<file path="config.mk">
export PLATFORM = sky130hd
export DESIGN_NAME = bellek_hakem
export DESIGN_NICKNAME = d
export VERILOG_FILES = /design/src/rtl/bellek_hakem.sv
export SDC_FILE = /design/constraint.sdc
export NUM_CORES = 1
export LEC_CHECK = 0
export CAP_MARGIN = 10
export CORE_ASPECT_RATIO = 1.1
export CORE_UTILIZATION = 40
export DETAILED_ROUTE_END_ITERATION = 10
export PLACE_DENSITY = 0.79
export SLEW_MARGIN = 10
export SYNTH_ARGS = -nofsm -noshare
export SYNTH_HDL_FRONTEND = slang
export SYNTH_SLANG_ARGS = --single-unit
</file>
<file path="constraint.sdc">
create_clock -name clk -period 3.05 [get_ports clk]
set_input_delay 0.7625 -clock clk [delete_from_list [all_inputs] [get_ports clk]]
set_output_delay 0.7625 -clock clk [all_outputs]
set_load 0.01 [all_outputs]
</file>
<file path="src/rtl/bellek_hakem.sv">
// bellek_hakem: arbiter that shares one single-ported memory between an
// instruction-fetch port (g_*) and a data port (v_*).
//
// One access is in flight at a time. An access runs BOSTA -> ERISIM -> TAMAM.
// The ERISIM phase lasts BEKLEME+1 cycles. The memory read data is
// combinational from bellek_adres and is captured in the last ERISIM cycle.
// The requester's hazir pulse is raised in TAMAM.
//
// Optional feature: define HAKEM_SIRALI_EN to make ties fair. When both ports
// request at once, the port that was not granted most recently wins. With the
// macro undefined, the data port always wins a tie and there is no history
// register.

module bellek_hakem #(
    parameter int unsigned BEKLEME = 1
) (
    input  logic        clk,
    input  logic        rst,

    input  logic        g_istek,
    input  logic [31:0] g_adres,
    output logic        g_hazir,
    output logic [31:0] g_veri,

    input  logic        v_istek,
    input  logic        v_yaz,
    input  logic [31:0] v_adres,
    input  logic [31:0] v_yaz_veri,
    output logic        v_hazir,
    output logic [31:0] v_veri,

    output logic [31:0] bellek_adres,
    input  logic [31:0] bellek_oku_veri,
    output logic [31:0] bellek_yaz_veri,
    output logic        bellek_yaz,

    output logic        mesgul
);

    // Wait count loaded on every grant (legal range 0..15).
    localparam logic [3:0]  BEKLEME_SAYI = 4'(BEKLEME);
    // Address driven out of reset, before any access has been latched.
    localparam logic [31:0] ADRES_BASLANGIC = 32'h8000_0000;

    typedef enum logic [1:0] {
        BOSTA  = 2'd0,
        ERISIM = 2'd1,
        TAMAM  = 2'd2
    } durum_t;

    durum_t     durum;
    durum_t     sonraki;

    logic [3:0] sayac;        // remaining wait cycles of the current access
    logic       secili_veri;  // 1: data port owns the access, 0: fetch port
    logic       yazma;        // latched write flag (always 0 for fetches)

    logic       istek_var;    // at least one port is requesting
    logic       veri_kazanir; // data port wins arbitration this cycle
    logic       sayac_bitti;  // last ERISIM cycle of the access
    logic       son_vurus;    // ERISIM cycle in which the memory is accessed

    assign istek_var   = g_istek | v_istek;
    assign sayac_bitti = (sayac == 4'd0);
    assign son_vurus   = (durum == ERISIM) && sayac_bitti;

`ifdef HAKEM_SIRALI_EN
    // 1 when the most recent grant went to the data port, so the fetch port
    // has priority on the next tie.
    logic son_veri;

    // Remember which port received the most recent grant.
    always_ff @(posedge clk) begin
        if (rst) begin
            son_veri <= 1'b0;
        end else if ((durum == BOSTA) && istek_var) begin
            son_veri <= veri_kazanir;
        end
    end

    // Arbitration: on a tie, grant the port that was not granted last time.
    always_comb begin
        veri_kazanir = v_istek;
        if (v_istek && g_istek) begin
            veri_kazanir = !son_veri;
        end
    end
`else
    // Arbitration: the data port always wins a tie.
    always_comb begin
        veri_kazanir = v_istek;
    end
`endif

    // State register.
    // NOTE: clocked state uses non-blocking assignments so that every
    // register in the design samples the pre-edge values of the others.
    always_ff @(posedge clk) begin
        if (rst) begin
            durum <= BOSTA;
        end else begin
            durum <= sonraki;
        end
    end

    // Next-state logic: BOSTA waits for a request, ERISIM waits for the
    // counter, TAMAM lasts exactly one cycle.
    // NOTE: sonraki gets a default before the case so that no path leaves it
    // unassigned, which would otherwise infer a latch.
    always_comb begin
        sonraki = durum;
        unique case (durum)
            BOSTA:   if (istek_var) sonraki = ERISIM;
            ERISIM:  if (sayac_bitti) sonraki = TAMAM;
            TAMAM:   sonraki = BOSTA;
            default: sonraki = BOSTA;
        endcase
    end

    // Grant latch and wait counter. Requests are sampled only in BOSTA.
    // Address and store data are held between accesses.
    always_ff @(posedge clk) begin
        if (rst) begin
            sayac           <= 4'd0;
            secili_veri     <= 1'b0;
            yazma           <= 1'b0;
            bellek_adres    <= ADRES_BASLANGIC;
            bellek_yaz_veri <= 32'd0;
        end else begin
            unique case (durum)
                BOSTA: begin
                    if (istek_var) begin
                        sayac       <= BEKLEME_SAYI;
                        secili_veri <= veri_kazanir;
                        if (veri_kazanir) begin
                            bellek_adres    <= v_adres;
                            bellek_yaz_veri <= v_yaz_veri;
                            yazma           <= v_yaz;
                        end else begin
                            bellek_adres <= g_adres;
                            yazma        <= 1'b0;
                        end
                    end
                end
                ERISIM: begin
                    if (!sayac_bitti) begin
                        sayac <= sayac - 4'd1;
                    end
                end
                default: begin
                end
            endcase
        end
    end

    // Response registers: capture the memory word on the last ERISIM cycle
    // of a read. A data write leaves v_veri untouched.
    always_ff @(posedge clk) begin
        if (rst) begin
            g_veri <= 32'd0;
            v_veri <= 32'd0;
        end else if (son_vurus && !yazma) begin
            if (secili_veri) begin
                v_veri <= bellek_oku_veri;
            end else begin
                g_veri <= bellek_oku_veri;
            end
        end
    end

    // Outputs decoded from state. The strobes are masked by rst so that an
    // access aborted by reset shows no write or hazir pulse, even in the
    // reset cycle itself.
    always_comb begin
        g_hazir    = 1'b0;
        v_hazir    = 1'b0;
        bellek_yaz = 1'b0;
        mesgul     = (durum != BOSTA);
        if (!rst) begin
            if (durum == TAMAM) begin
                g_hazir = !secili_veri;
                v_hazir = secili_veri;
            end
            if (son_vurus && secili_veri && yazma) begin
                bellek_yaz = 1'b1;
            end
        end
    end

endmodule

</file>
==> results of run 1 <==
[worst paths after layout]
check,depth (start not counted),to,startpoint
setup / recovery,6,bellek_yaz,sayac[0]$_SDFFE_PP0P_
hold / removal,2,bellek_yaz_veri[17]$_SDFFE_PP0P_,bellek_yaz_veri[17]$_SDFFE_PP0P_
setup reg to reg,3,bellek_yaz_veri[9]$_SDFFE_PP0P_,durum[1]$_SDFFE_PP0P_
hold reg to reg,2,bellek_yaz_veri[17]$_SDFFE_PP0P_,bellek_yaz_veri[17]$_SDFFE_PP0P_
[flip-flops by register name, summed over array words and instances, names as in the netlist]
| name | cells |
|---|---|
| bellek_adres | 32 |
| sayac | 4 |
| bellek_yaz_veri | 32 |
| g_veri | 32 |
| durum | 2 |
| v_veri | 32 |
| secili_veri | 1 |
| yazma | 1 |
[layout by cell type (no fill, tap or decap), drive strengths merged, types with 13 or more instances in the layout]
master,count
a21oi,132
buf,13
mux2i,32
o21ai,68
nand3,65
dfxtp,136
a211oi,32
clkdlybuf4s50,261
clkbuf,23
nand2,67
[power by group through the flow]
stage	sequential (uW)	combinational, uW	clock (uW)
floorplan	2080	488	0
global route	2020	1170	2200
finish	2000	1080	2080
detailed placement	2040	1070	0
global placement	2030	1070	0
CTS	2000	1080	2110
[worst max-delay path, cell delays in order, from the launching register on]
cell and delay [ns]:
dfxtp_1 0.31, inv_1 0.07, ha_1 0.21, or3b_2 0.48, nor3_2 0.13, and3_1 0.16
dlygate4sd2_1 0.29
[final cells by class]
class,count,area [um^2],area share
well taps,184,230,0.0264
repair buffers,275,2720,0.312
clock buffers,23,478,0.0548
inverters,5,18.8,0.00215
flip-flops and latches,136,2720,0.312
multi-input cells,424,2430,0.279
clock inverters,8,119,0.0136
[through the flow]
stage | hold slack, ns | utilization | std cells | worst slack, ns
floorplan | 0.466 | - | 630 | 0.880
global placement | 0.441 | 0.612 | 1024 | 0.403
detailed placement | 0.448 | 0.612 | 1024 | 0.368
CTS | 0.455 | 0.657 | 1055 | 0.192
global route | 0.474 | 0.657 | 1055 | 0.116
finish | 0.454 | 0.657 | 1055 | 0.223
[routing by layer]
metal / part of all wire / vias up
li1: - / 2703
met1: 0.42 / 2548
met2: 0.49 / 213
met4: 0.013 / 0
met5: 0 / -
met3: 0.082 / 19
[cell families after synthesis]
logic type                 Yosys count  share of synthesized area
AOI/OAI and AO/OA                  236                      0.234
adders and majority gates            1                    0.00229
buffers and inverters               70                     0.0629
DFF                                136                      0.498
muxes                               32                     0.0585
and+or+nand+nor                    155                      0.145
[timing repair]
action	CTS	global route
hold buffers	0	0
endpoints found under the setup margin	1	0
resized for setup	1	0
==> results by group, run 1 <==
Global routing
  • Global-route wire length before repair: 25900 um
  • Met3 usage in global routing: 0.0783
  • GR Util met1: 0.267
  • Largest net degree at the start of global routing: 92
  • Overflow after GRT: 0
  • Initial antenna violation count: 0
  • Vias in the first global route: just over 5000
  • Total track usage: 0.231
  • GR peak layer: met2
  • GR Layer Usage met2: 0.389

Power and ir drop
  • Flop pwr share: 0.387
  • Peak supply drop: between 0.2 and 0.3 mV
  • Clock Power Share: 0.404
  • Power per cell area: around 590 mW/mm^2
  • Psw: roughly 1400 uW
  • Lkg Pwr: ~0.0031 uW
  • Power Total: 5160 uW
  • Power Internal: about 3800 uW
  • Net Sw Frac: 0.265
  • Comb power frac: 0.209

Synthesis
  • Syn_area_per_cell: around 8.7 um^2
  • Post-synthesis cell area: 0.00547 mm^2
  • Synth Net Count: ~760
  • Sequential-to-total area share from yosys stat: 0.498
  • Post-synth top area cell: dfxtp_1
  • Netlist cell types: 38
  • Asr flop ratio synth: 0
  • Yosys warning count: 0
  • Commonest cells post-synth: dfxtp_1 (136), a21oi_1 (132), nand2_1 (67), nand3_1 (65), o21ai_1 (35)
  • Top-count cell post-synth: dfxtp_1
  • Yosys top cell area share: 0.498
  • EDFF count, synth: 0
  • Synth Flop Type: dfxtp_1
  • Gate Count Post-Synth: 630
  • Synth top area cells: dfxtp_1 (50%), a21oi_1 (12%), nand3_1 (5.9%)
  • Register bit total from synthesis: about 140

Clocking
  • CTS tree: yes
  • TritonCTS Buffers: 17
  • Longest Clk Path Bufs: 2
  • Clock Tree Root: clkbuf_16
  • Htree depth: 4
  • CTS Sinks: 136
  • Post-CTS Setup Repair Bufs: 0
  • Later-pin clock latency in the skew report: between 0.4 and 0.5 ns
  • Clk slew on worst S/H paths: roughly 0.060 ns

Layout
  • Final Cell Area: 0.00872 mm^2
  • Layout area overhead: 59.3%
  • FILL cells: 1151
  • Layout cell share with drive strength beyond 1: 0.0620
  • Total Nets Final: ~990
  • Number of diodes: 0

Timing
  • Hold Vio Cnt, Final: 0
  • Fmax: roughly 350 MHz
  • Rel. slew slack: 0.269
  • Final min period: 2.83 ns
  • RSZ-0062 raised after global routing: no
  • Fin. max-slew vios: 0
  • Clk_skew: 0.00805 ns
  • Setup violators final: 0
  • Worst Tran Pin Value: ~1.1 ns
  • Crit share post-route: 0.927
  • Setup TNS: 0 ns

Placement
  • Cell Area, Placed: ~0.0081 mm^2
  • Detailed-placement wirelength estimate: 10700 um
  • Port Buffers: 264
  • Placer congestion estimate: approximately 0.76

Floorplanning
  • IO Pins: 265
  • Die W: 114 um
  • Site Rows: 44
  • Core area: approximately 0.013 mm^2
  • Die area: roughly 0.014 mm^2
  • Vert. Die Dim: ~120 um
  • Initial Utilization: 0.412

Routing
  • DR iter-0 viols: about 510
  • DRC viols: 0
  • Routed vias/inst: around 5.2
  • WL final: 16500 um
  • DR WL/cell: ~16 um
  • Via count: between 5000 and 6000
  • Post-route ant nets: 0
  • Pre-Repair DR Iteration Count: 4

Min path
  • Hold crit path type: flop to flop

Outcome
  • Status: complete, no violations

Setup path
  • CP max FO: 4
  • Arrival time at the worst endpoint: roughly 2.1 ns
  • Reg2Reg Setup Slack: about 0.98 ns
  • CP startpoint kind: flop
  • Critical Path RT: 2.29 ns
  • Type of destination of the critical path: output pin
  • Crit Path Category: flop to output pin

Flow run
  • Max-Cap Viols: 0
(Power assumes the default switching activity.)
==> run 2, diff against run 1 <==
SKIP_LAST_GASP = 1   (was not set)
==> results of run 2 <==
Same layout as run 1: the final DEF is identical, and so are final timing and power.
==> run 3, diff against run 2 <==
ABC_AREA = 0   (was not set)
SLEW_MARGIN = 20   (was 10)
==> run 3 against run 2 <==
Highest routed layer unchanged. Flip-flop and latch count is the same. Via count shrank 0.26%. Clock skew decreased by 0.0016 ns. Critical path type unchanged. Routed wire length fell by 0.76%. First-iteration DRC count down 8.1%. Setup slack got worse by 0.00053 ns. Sequential power is essentially flat. Hold slack about the same. Sequential share of layout area did not move. Combinational power is essentially flat. Clock power barely moved. Register-to-register slack better by 0.12 ns.
==> results by group, run 3 (synthesis results as in run 1) <==
Global routing
  • Global-route wire length before repair: around 26000 um
  • Overflow after GRT: 0
  • Total track usage: 0.231
  • Vias in the first global route: roughly 5200
  • Largest net degree at the start of global routing: 92
  • Initial antenna violation count: 0

Clocking
  • Hold_buf cts: 0
  • CTS resizes: 1
  • Htree depth: 4
  • Clock Tree Root: clkbuf_16
  • CTS Sinks: approximately 140
  • TritonCTS Buffers: 17
  • CTS tree: yes
  • Clk slew on worst S/H paths: approximately 0.05 ns
  • Post-CTS Setup Repair Bufs: 0
  • Longest Clk Path Bufs: 2
  • Later-pin clock latency in the skew report: ~0.4 ns

Min path
  • Hold crit path type: flop to flop

Setup path
  • Slowest-stage cell, CP: or3b_2
  • Crit-path leading delay family: simple AND/OR/NAND/NOR gates
  • Arrival time at the worst endpoint: 2.07 ns
  • Crit Path Category: flop to output pin
  • Max incr delay on CP: between 0.4 and 0.5 ns
  • Type of destination of the critical path: output pin
  • Worst path bufs/invs: 2
  • Critical Path RT: ~2.3 ns
  • CP Cell Sequence: inv_1 -> ha_1 -> or3b_2 -> nor3_2 -> and3_1 -> dlygate4sd2_1
  • CP max FO: 4
  • CP startpoint kind: flop
  • Reg2Reg Setup Slack: ~1.1 ns

Power and ir drop
  • Peak supply drop: ~0.30 mV
  • Lkg Pwr: 0.00311 uW
  • Power per cell area: about 600 mW/mm^2

Timing
  • Setup violators final: 0
  • Clk_skew: about 0.0064 ns
  • Worst Tran Pin Value: approximately 0.95 ns
  • RSZ-0062 raised after global routing: no
  • Hold Vio Cnt, Final: 0
  • Final min period: around 2.8 ns
  • Setup TNS: 0 ns
  • Final WS setup: about 0.22 ns
  • Rel. slew slack: 0.365
  • Fmax: between 300 and 400 MHz
  • Crit share post-route: 0.927
  • Fin. max-slew vios: 0

Layout
  • Most common cell after layout, fill and taps aside: clkdlybuf4s50_1
  • Total Nets Final: 993
  • Storage element area: between 0.002 and 0.003 mm^2
  • Leading cell types in the layout, fill and taps excluded: clkdlybuf4s50_1 (261), dfxtp_1 (136), a21oi_1 (132)
  • Area of the multi-input gates: about 0.0024 mm^2
  • Layout area overhead: 59.3%
  • FILL cells: around 1200
  • Layout cell share with drive strength beyond 1: 0.0631
  • Number of diodes: 0

Floorplanning
  • Core area: 0.0133 mm^2
  • Die W: about 110 um
  • Die area: around 0.014 mm^2
  • IO Pins: 265
  • Vert. Die Dim: between 100 and 150 um
  • Initial Utilization: 0.412
  • Site Rows: 44

Routing
  • Via count: approximately 5500
  • Routed vias/inst: a little over 5
  • Post-route ant nets: 0
  • DR iter-0 viols: between 400 and 500
  • DRC viols: 0
  • DR WL/cell: about 16 um
  • WL final: 16400 um
  • Pre-Repair DR Iteration Count: 4

Placement
  • Port Buffers: around 260
  • Placer congestion estimate: roughly 0.76
  • Pre-CTS WS: approximately 0.37 ns
  • Detailed-placement wirelength estimate: 10700 um

Outcome
  • Status: complete, no violations

Flow run
  • Max-Cap Viols: 0
[run 3: per-stage QoR]
| step | area, um^2 | power, uW | utilization | hold slack (ns) | instances |
|---|---|---|---|---|---|
| floorplan | 5470 | 2570 | - | 0.466 | 630 |
| global placement | 8120 | 3100 | 0.612 | 0.441 | 1024 |
| detailed placement | 8120 | 3110 | 0.612 | 0.448 | 1024 |
| CTS | 8720 | 5200 | 0.657 | 0.455 | 1055 |
| global route | 8720 | 5390 | 0.657 | 0.474 | 1055 |
| finish | 8720 | 5150 | 0.657 | 0.453 | 1055 |
[run 3: where the power goes]
part	internal, uW	leakage, uW	switching [uW]
clock	1340	0.000297	735
combinational	535	0.00170	542
sequential	1920	0.00111	83.2
[run 3: final cells by class]
type                       count  area share
sequential                   136       0.312
timing repair buffer         275       0.312
multi-input combinational    424       0.279
clock buffer                  23      0.0548
tap                          184      0.0264
clock inverter                 8      0.0136
inverter                       5     0.00215
[run 3: worst reg2reg max path, cell delays in order, from the launching register on]
cell	delay, ns
dfxtp_1	0.31
inv_1	0.07
ha_1	0.21
or3b_2	0.48
buf_4	0.34
o21ai_0	0.29
a21oi_1	0.09
[run 3: metal layers]
metal	up-vias	wire length [um]	track usage
li1	2701	-	-
met1	2529	6630	0.267
met2	221	8040	0.389
met3	18	1460	0.0783
met4	0	225	0.0906
met5	-	0	0
[run 3: final timing paths]
path | to | cells past startpoint | from
setup / recovery | bellek_yaz | 6 | sayac[0]$_SDFFE_PP0P_
hold / removal | bellek_yaz_veri[21]$_SDFFE_PP0P_ | 2 | bellek_yaz_veri[21]$_SDFFE_PP0P_
setup reg to reg | g_veri[31]$_SDFFE_PP0P_ | 6 | sayac[0]$_SDFFE_PP0P_
hold reg to reg | bellek_yaz_veri[21]$_SDFFE_PP0P_ | 2 | bellek_yaz_veri[21]$_SDFFE_PP0P_
